**src/rtl/twos_complement_pkg.sv**
```systemverilog
// -----------------------------------------------------------------------------
// twos_complement_pkg
// Shared types for the chunk-serial two's-complement unit: the operation mode
// encoding carried on in_mode and the control FSM state encoding.
// -----------------------------------------------------------------------------
package twos_complement_pkg;

    typedef enum logic [1:0] {
        PASS = 2'b00,
        NEG  = 2'b01,
        ABS  = 2'b10,
        ONES = 2'b11
    } mode_e;

    typedef enum logic [1:0] {
        IDLE = 2'b00,
        BUSY = 2'b01,
        DONE = 2'b10
    } state_e;

endpackage

```
**src/rtl/twos_chunk_step.sv**
```systemverilog
// -----------------------------------------------------------------------------
// twos_chunk_step
// Combinational CHUNK-bit step: optionally inverts the operand chunk and adds
// the incoming carry.
//   a_i      : operand chunk
//   invert_i : 1 = use ~a_i
//   carry_i  : carry into this chunk
//   sum_o    : chunk result, truncated to CHUNK bits
//   carry_o  : carry out of this chunk
// -----------------------------------------------------------------------------
module twos_chunk_step #(
    parameter int CHUNK = 8
) (
    input  logic [CHUNK-1:0] a_i,
    input  logic             invert_i,
    input  logic             carry_i,
    output logic [CHUNK-1:0] sum_o,
    output logic             carry_o
);

    logic [CHUNK-1:0] opnd;

    assign opnd             = a_i ^ {CHUNK{invert_i}};
    assign {carry_o, sum_o} = {1'b0, opnd} + {{CHUNK{1'b0}}, carry_i};

endmodule

```
**src/rtl/twos_complement_seq.sv**
```systemverilog
// -----------------------------------------------------------------------------
// twos_complement_seq
// Chunk-serial pass / negate / abs / ones-complement of a WIDTH-bit operand,
// CHUNK bits per cycle, LSB chunk first. Result appears WIDTH/CHUNK cycles
// after acceptance and is held until the consumer takes it.
//   clk, rst            : clock, asynchronous active-high reset
//   in_valid/in_ready   : operand handshake (ready only in IDLE)
//   in_data, in_mode    : operand and mode (00 pass, 01 neg, 10 abs, 11 ones)
//   out_valid/out_ready : result handshake
//   out_data, out_ovf   : result and "not representable" flag
// Build option: define TWOS_COMPLEMENT_SEQ_SAT_EN to saturate overflowing
// results to the most-positive value instead of leaving them wrapped.
// -----------------------------------------------------------------------------
module twos_complement_seq
    import twos_complement_pkg::*;
#(
    parameter int WIDTH = 32,
    parameter int CHUNK = 8
) (
    input  logic             clk,
    input  logic             rst,
    input  logic             in_valid,
    output logic             in_ready,
    input  logic [WIDTH-1:0] in_data,
    input  logic [1:0]       in_mode,
    output logic             out_valid,
    input  logic             out_ready,
    output logic [WIDTH-1:0] out_data,
    output logic             out_ovf
);

    localparam int NCHUNK = WIDTH / CHUNK;
    localparam int IDX_W  = (NCHUNK > 1) ? $clog2(NCHUNK) : 1;

    localparam logic [WIDTH-1:0] MIN_NEG = {1'b1, {(WIDTH-1){1'b0}}};
    localparam logic [WIDTH-1:0] MAX_POS = ~MIN_NEG;

    state_e             state_q;
    logic [WIDTH-1:0]   op_q;        // operand, shifted right one chunk per step
    logic [WIDTH-1:0]   res_q;       // result, filled from the top one chunk per step
    logic [WIDTH-1:0]   res_d;
    logic [WIDTH-1:0]   out_data_q;
    logic [IDX_W-1:0]   idx_q;
    logic               carry_q;
    logic               invert_q;
    logic               ovf_q;
    logic               out_valid_q;

    logic [CHUNK-1:0]   step_sum;
    logic               step_carry;

    // Acceptance-time decode of the mode into invert / carry-in / overflow.
    logic               acc_invert;
    logic               acc_carry;
    logic               acc_ovf;

    always_comb begin
        acc_invert = 1'b0;
        acc_carry  = 1'b0;
        unique case (mode_e'(in_mode))
            NEG: begin
                acc_invert = 1'b1;
                acc_carry  = 1'b1;
            end
            ABS: begin
                acc_invert = in_data[WIDTH-1];
                acc_carry  = in_data[WIDTH-1];
            end
            ONES:    acc_invert = 1'b1;
            default: ;
        endcase
    end

    assign acc_ovf = ((mode_e'(in_mode) == NEG) || (mode_e'(in_mode) == ABS)) &&
                     (in_data == MIN_NEG);

    twos_chunk_step #(
        .CHUNK (CHUNK)
    ) u_step (
        .a_i      (op_q[CHUNK-1:0]),
        .invert_i (invert_q),
        .carry_i  (carry_q),
        .sum_o    (step_sum),
        .carry_o  (step_carry)
    );

    // Shift form keeps WIDTH == CHUNK legal (no empty part-selects).
    assign res_d = (res_q >> CHUNK) | (WIDTH'(step_sum) << (WIDTH - CHUNK));

    // NOTE: every register here uses <= so all of them update from the same
    // pre-edge values; a blocking = would let later lines see new values.
    always_ff @(posedge clk or posedge rst) begin
        if (rst) begin
            state_q     <= IDLE;
            op_q        <= '0;
            res_q       <= '0;
            out_data_q  <= '0;
            idx_q       <= '0;
            carry_q     <= 1'b0;
            invert_q    <= 1'b0;
            ovf_q       <= 1'b0;
            out_valid_q <= 1'b0;
        end else begin
            unique case (state_q)
                IDLE: begin
                    if (in_valid) begin
                        op_q     <= in_data;
                        invert_q <= acc_invert;
                        carry_q  <= acc_carry;
                        ovf_q    <= acc_ovf;
                        idx_q    <= '0;
                        state_q  <= BUSY;
                    end
                end
                BUSY: begin
                    op_q    <= op_q >> CHUNK;
                    res_q   <= res_d;
                    carry_q <= step_carry;   // final carry-out is dropped on exit
                    idx_q   <= idx_q + IDX_W'(1);
                    if (idx_q == IDX_W'(NCHUNK - 1)) begin
`ifdef TWOS_COMPLEMENT_SEQ_SAT_EN
                        out_data_q <= ovf_q ? MAX_POS : res_d;
`else
                        out_data_q <= res_d;
`endif
                        out_valid_q <= 1'b1;
                        state_q     <= DONE;
                    end
                end
                DONE: begin
                    if (out_ready) begin
                        out_valid_q <= 1'b0;
                        state_q     <= IDLE;
                    end
                end
                default: state_q <= IDLE;
            endcase
        end
    end

    assign in_ready  = (state_q == IDLE);
    assign out_valid = out_valid_q;
    assign out_data  = out_data_q;
    assign out_ovf   = ovf_q & out_valid_q;

endmodule
```
**config.mk**
```make
export PLATFORM = sky130hd
export DESIGN_NAME = twos_complement_seq
export DESIGN_NICKNAME = d
export VERILOG_FILES = /design/src/rtl/twos_complement_pkg.sv /design/src/rtl/twos_chunk_step.sv /design/src/rtl/twos_complement_seq.sv
export SDC_FILE = /design/constraint.sdc
export NUM_CORES = 1
export LEC_CHECK = 0
export ABC_AREA = 1
export CORE_MARGIN = 2
export CORE_UTILIZATION = 40
export DETAILED_ROUTE_END_ITERATION = 12
export GPL_TIMING_DRIVEN = 0
export PLACE_DENSITY_LB_ADDON = 0.25
export SYNTH_ARGS = -nofsm -noshare
export SYNTH_HDL_FRONTEND = slang
export SYNTH_SLANG_ARGS = --single-unit
```
**constraint.sdc**
```tcl
create_clock -name clk -period 2.94 [get_ports clk]
set_input_delay 0.588 -clock clk [delete_from_list [all_inputs] [get_ports clk]]
set_output_delay 0.588 -clock clk [all_outputs]
set_load 0.03 [all_outputs]
```
==> flow_summary.html <==
<table>
<tr><th>Metric</th><th>Value</th></tr>
<tr><th colspan="2">Timing</th></tr>
<tr><td>Post-Route Setup TNS</td><td>0 ns</td></tr>
<tr><td>Final number of hold-violating endpoints</td><td>0</td></tr>
<tr><td>Final slew viol count</td><td>0</td></tr>
<tr><td>Max-slew headroom at the worst pin</td><td>about 68%</td></tr>
<tr><td>Actual slew at the worst max-slew pin</td><td>0.473 ns</td></tr>
<tr><td>Final worst path period need</td><td>roughly 2.3 ns</td></tr>
<tr><td>Fmax</td><td>roughly 440 MHz</td></tr>
<tr><td>Total setup violations reported at the end of the flow</td><td>0</td></tr>
<tr><td>RSZ-0062 raised after global routing</td><td>false</td></tr>
<tr><td>Setup skew after layout</td><td>0.00785 ns</td></tr>
<tr><td>Post-route clock period utilization</td><td>about 77%</td></tr>
<tr><th colspan="2">Critical path</th></tr>
<tr><td>Worst Path Required</td><td>between 2 and 2.5 ns</td></tr>
<tr><td>Data arrival time at the worst-slack endpoint</td><td>1.68 ns</td></tr>
<tr><td>Biggest fanout along the worst timing path</td><td>4</td></tr>
<tr><td>Type of element capturing the critical path</td><td>output port</td></tr>
<tr><td>Depth of the most critical reg-to-reg path</td><td>8</td></tr>
<tr><td>Setup crit start kind</td><td>register</td></tr>
<tr><td>Startpoint-to-endpoint class of the critical path</td><td>register to output port</td></tr>
<tr><th colspan="2">GRT</th></tr>
<tr><td>Residual overflow from global routing</td><td>0</td></tr>
<tr><td>Wire length of the first global-routing pass</td><td>between 15 and 20 mm</td></tr>
<tr><td>Number of antenna violations at the first check in global routing</td><td>0</td></tr>
<tr><td>Via count of the first global-routing pass</td><td>between 3,000 and 4,000</td></tr>
<tr><td>Global-route usage over all layers</td><td>between 10% and 20%</td></tr>
<tr><td>Maximum number of pins on one net before global-route repair</td><td>43</td></tr>
<tr><th colspan="2">Min path</th></tr>
<tr><td>Hold Path Cell Cnt</td><td>2</td></tr>
<tr><td>HP Class</td><td>register to register</td></tr>
<tr><th colspan="2">Layout</th></tr>
<tr><td>Fraction of final layout cells with drive strength greater than 1</td><td>between 10% and 20%</td></tr>
<tr><td>Filler cell count in the final layout</td><td>~1,100</td></tr>
<tr><td>Post-layout net count</td><td>640</td></tr>
<tr><td>Area growth syn-to-layout</td><td>26.5%</td></tr>
<tr><td>Register area</td><td>about 2400 µm²</td></tr>
<tr><td>Footprint of the multi-input gates</td><td>1770 µm²</td></tr>
<tr><td>Diodes inserted</td><td>0</td></tr>
<tr><td>Final cell count without fillers</td><td>743</td></tr>
<tr><th colspan="2">CTS</th></tr>
<tr><td>Clock-pin slew on the worst setup and hold paths</td><td>~0.070 ns</td></tr>
<tr><td>Max Buffers Root-to-Sink</td><td>2</td></tr>
<tr><td>Root Buffer</td><td>clkbuf_16</td></tr>
<tr><td>Post_cts resized</td><td>0</td></tr>
<tr><td>CTS tree</td><td>built</td></tr>
<tr><td>Clock sinks</td><td>96</td></tr>
<tr><td>Inserted Clock Buffers</td><td>9</td></tr>
<tr><td>CTS H-Tree Depth</td><td>3</td></tr>
<tr><td>Number of buffers inserted for hold repair after clock tree synthesis</td><td>0</td></tr>
<tr><td>Skew-Pair Late Insertion Delay</td><td>0.35 ns</td></tr>
<tr><td>Number of buffers inserted by post-CTS setup repair</td><td>0</td></tr>
<tr><th colspan="2">Placed design</th></tr>
<tr><td>Placer Congestion</td><td>slightly above 0.8</td></tr>
<tr><td>HPWL after detailed placement</td><td>~7.7 mm</td></tr>
<tr><td>Number of I/O port buffers</td><td>72</td></tr>
<tr><td>Post-placement cell count</td><td>about 730</td></tr>
<tr><th colspan="2">Die</th></tr>
<tr><td>Horizontal die dimension</td><td>around 110 µm</td></tr>
<tr><td>Number of top-level pins</td><td>between 70 and 80</td></tr>
<tr><td>Cell Rows</td><td>39</td></tr>
<tr><td>Die ar.</td><td>12,500 µm²</td></tr>
<tr><td>Effective utilization at floorplan</td><td>40.9%</td></tr>
<tr><td>Placeable core region</td><td>about 11,000 µm²</td></tr>
<tr><td>Die span in y</td><td>between 100 and 150 µm</td></tr>
<tr><th colspan="2">Routing</th></tr>
<tr><td>Met3 routed wirelength</td><td>457 µm</td></tr>
<tr><td>Routed wire length per instance</td><td>approximately 14 µm</td></tr>
<tr><td>Highest metal layer with signal wires</td><td>met4</td></tr>
<tr><td>Total routed wirelength</td><td>10.3 mm</td></tr>
<tr><td>Number of remaining DRC errors</td><td>0</td></tr>
<tr><td>Via density per instance</td><td>4.77</td></tr>
<tr><td>Detailed-route via count</td><td>~3,500</td></tr>
<tr><td>Detailed-routing iteration count for the pre-antenna-repair pass</td><td>4</td></tr>
<tr><td>Met2 Wirelength</td><td>between 5 and 6 mm</td></tr>
<tr><td>DRC violation total after the first TritonRoute iteration</td><td>roughly 180</td></tr>
<tr><td>Antenna-violating nets left</td><td>0</td></tr>
<tr><td>WL met1</td><td>between 4 and 5 mm</td></tr>
<tr><th colspan="2">Power</th></tr>
<tr><td>Total power divided by cell area</td><td>1210 nW/µm²</td></tr>
<tr><td>Peak ir drop on the vdd network</td><td>approximately 0.6 mV</td></tr>
<tr><td>Static power due to leakage</td><td>2.81 nW</td></tr>
<tr><th colspan="2">Synthesis</th></tr>
<tr><td>Netlist area before placement</td><td>approximately 4600 µm²</td></tr>
<tr><td>Total nets after synthesis</td><td>555</td></tr>
<tr><td>Average cell area after synthesis</td><td>~9 µm²</td></tr>
<tr><td>Number of enable-type register cells in the synthesized netlist</td><td>0</td></tr>
<tr><td>Count of unique library cells instantiated by Yosys</td><td>33</td></tr>
<tr><td>Post-synthesis cell count</td><td>~500</td></tr>
<tr><td>Synth warn</td><td>0</td></tr>
<tr><td>Async set or reset register ratio after synthesis</td><td>between 90% and 100%</td></tr>
<tr><td>Flip-flop and latch count after synthesis</td><td>96</td></tr>
<tr><td>Most used flip-flop cell after synthesis</td><td>dfrtp_1</td></tr>
<tr><td>Part of the Yosys area used for sequential elements</td><td>roughly 52%</td></tr>
<tr><th colspan="2">Status</th></tr>
<tr><td>Status</td><td>finished, final reports clean</td></tr>
<tr><th colspan="2">Run</th></tr>
<tr><td>Max-cap check violation count</td><td>0</td></tr>
</table>
## cell usage in the layout, fill, tap and decap left out
cell,synthesis,final
nand2_1,151,151
dfrtp_1,96,96
clkdlybuf4s50_1,0,72
inv_1,65,64
o21ai_0,30,30
o21ai_2,28,28
nor2_1,24,24
o211ai_2,19,19
o21ai_1,18,18
nand3_1,15,15
buf_2,11,11
clkbuf_16,0,9
buf_6,7,7
ha_1,7,7
buf_12,2,4
o211ai_1,4,4
nand2_2,3,3
inv_8,2,3
clkbuf_1,3,3
inv_6,1,3
xor2_1,3,3
o22ai_1,3,3
inv_2,2,2
nor2_2,2,2
nor2_8,2,2
clkinvlp_4,0,2
nand4_1,2,2
a21oi_1,2,2
inv_4,1,1
nand2_4,1,1
nand3_2,1,1
nor3_1,1,1
nand3b_1,1,1
a21boi_1,1,1
a22o_1,1,1
o31ai_1,1,1
clkinv_4,0,1
clkinv_2,0,1
clkbuf_8,0,1
## cells in the mapped netlist, types with 2 or more instances
cell type,n,area (µm²)
buf_2,11,55.1
inv_2,2,7.51
nor2_8,2,40.0
dfrtp_1,96,2400
o211ai_1,4,30.0
inv_8,2,22.5
nor2_1,24,90.1
xor2_1,3,26.3
buf_6,7,78.8
o22ai_1,3,18.8
a21oi_1,2,10.0
o21ai_2,28,245
ha_1,7,87.6
nand3_1,15,75.1
nor2_2,2,12.5
nand4_1,2,12.5
nand2_2,3,18.8
clkbuf_1,3,11.3
nand2_1,151,567
o21ai_1,18,90.1
o21ai_0,30,150
o211ai_2,19,238
inv_1,65,244
buf_12,2,40.0
## layout make-up
cell class              count  share of cell area, %
multi-input cells         320                   30.1
plain buffers              23                   3.15
inverters                  71                   4.98
well taps                 143                   3.04
clock buffers              10                   4.07
flip-flops and latches     96                   40.9
clock inverters             6                  0.851
repair buffers             74                   12.9
## per-stage QoR
stage          instance area (µm²)  setup slack, ns  hold slack [ns]  util [%]  total power, W
2_1_floorplan                 4650             1.22            0.449         -         0.00493
3_3_place_gp                  5550            0.217            0.453      48.8         0.00591
3_5_place_dp                  5590            0.970            0.459      49.2         0.00600
4_1_cts                       5880            0.637            0.476      51.7         0.00717
5_1_grt                       5880            0.600            0.492      51.7         0.00766
6_report                      5880            0.668            0.470      51.7         0.00709
## final timing paths
| kind | from | endpoint | slack (ns) |
|---|---|---|---|
| max in group asynchronous | rst | out_data[23] | 1.79 |
| hold reg to reg | out_data[2] | out_data[2] | 0.47 |
| setup / recovery | state_q[0] | in_ready | 0.67 |
| setup reg to reg | invert_q | out_data[31] | 1.30 |
| min in group asynchronous | rst | res_q[11] | 0.60 |
| hold / removal | out_data[2] | out_data[2] | 0.47 |
## state kept, by name, indices dropped and copies added (netlist names)
register	cells
carry_q	1
idx_q	2
invert_q	1
op_q	32
out_data	32
out_valid	1
ovf_q	1
res_q	24
state_q	2
## cell families (layout without fill, tap and decap cells)
| kind of cell | count (synthesis) | in the layout | synth area share [%] |
|---|---|---|---|
| buffers and inverters | 94 | 184 | 10.2 |
| DFF | 96 | 96 | 51.7 |
| AOI/OAI and AO/OA | 107 | 107 | 17.3 |
| adders and majority gates | 7 | 7 | 1.89 |
| and+or+nand+nor | 203 | 203 | 18.3 |
| xor gates and xnor gates | 3 | 3 | 0.566 |
## critical path, cell delays in order (launching register included)
cell             delay, ns
dfrtp_1               0.43
nor2_2                0.20
clkdlybuf4s50_1       0.70
## report_power, final
part | switching, W | internal [W]
clock | 0.000530 | 0.000608
sequential | 0.000271 | 0.00193
combinational | 0.00233 | 0.00143
## layer usage
metal / up-vias / track usage [%]
li1: 1797 / -
met1: 1687 / 23.3
met2: 58 / 29.2
met3: 4 / 5.77
met4: 0 / 4.69
met5: - / 0
Note: power is estimated with default switching activity, not from simulation.
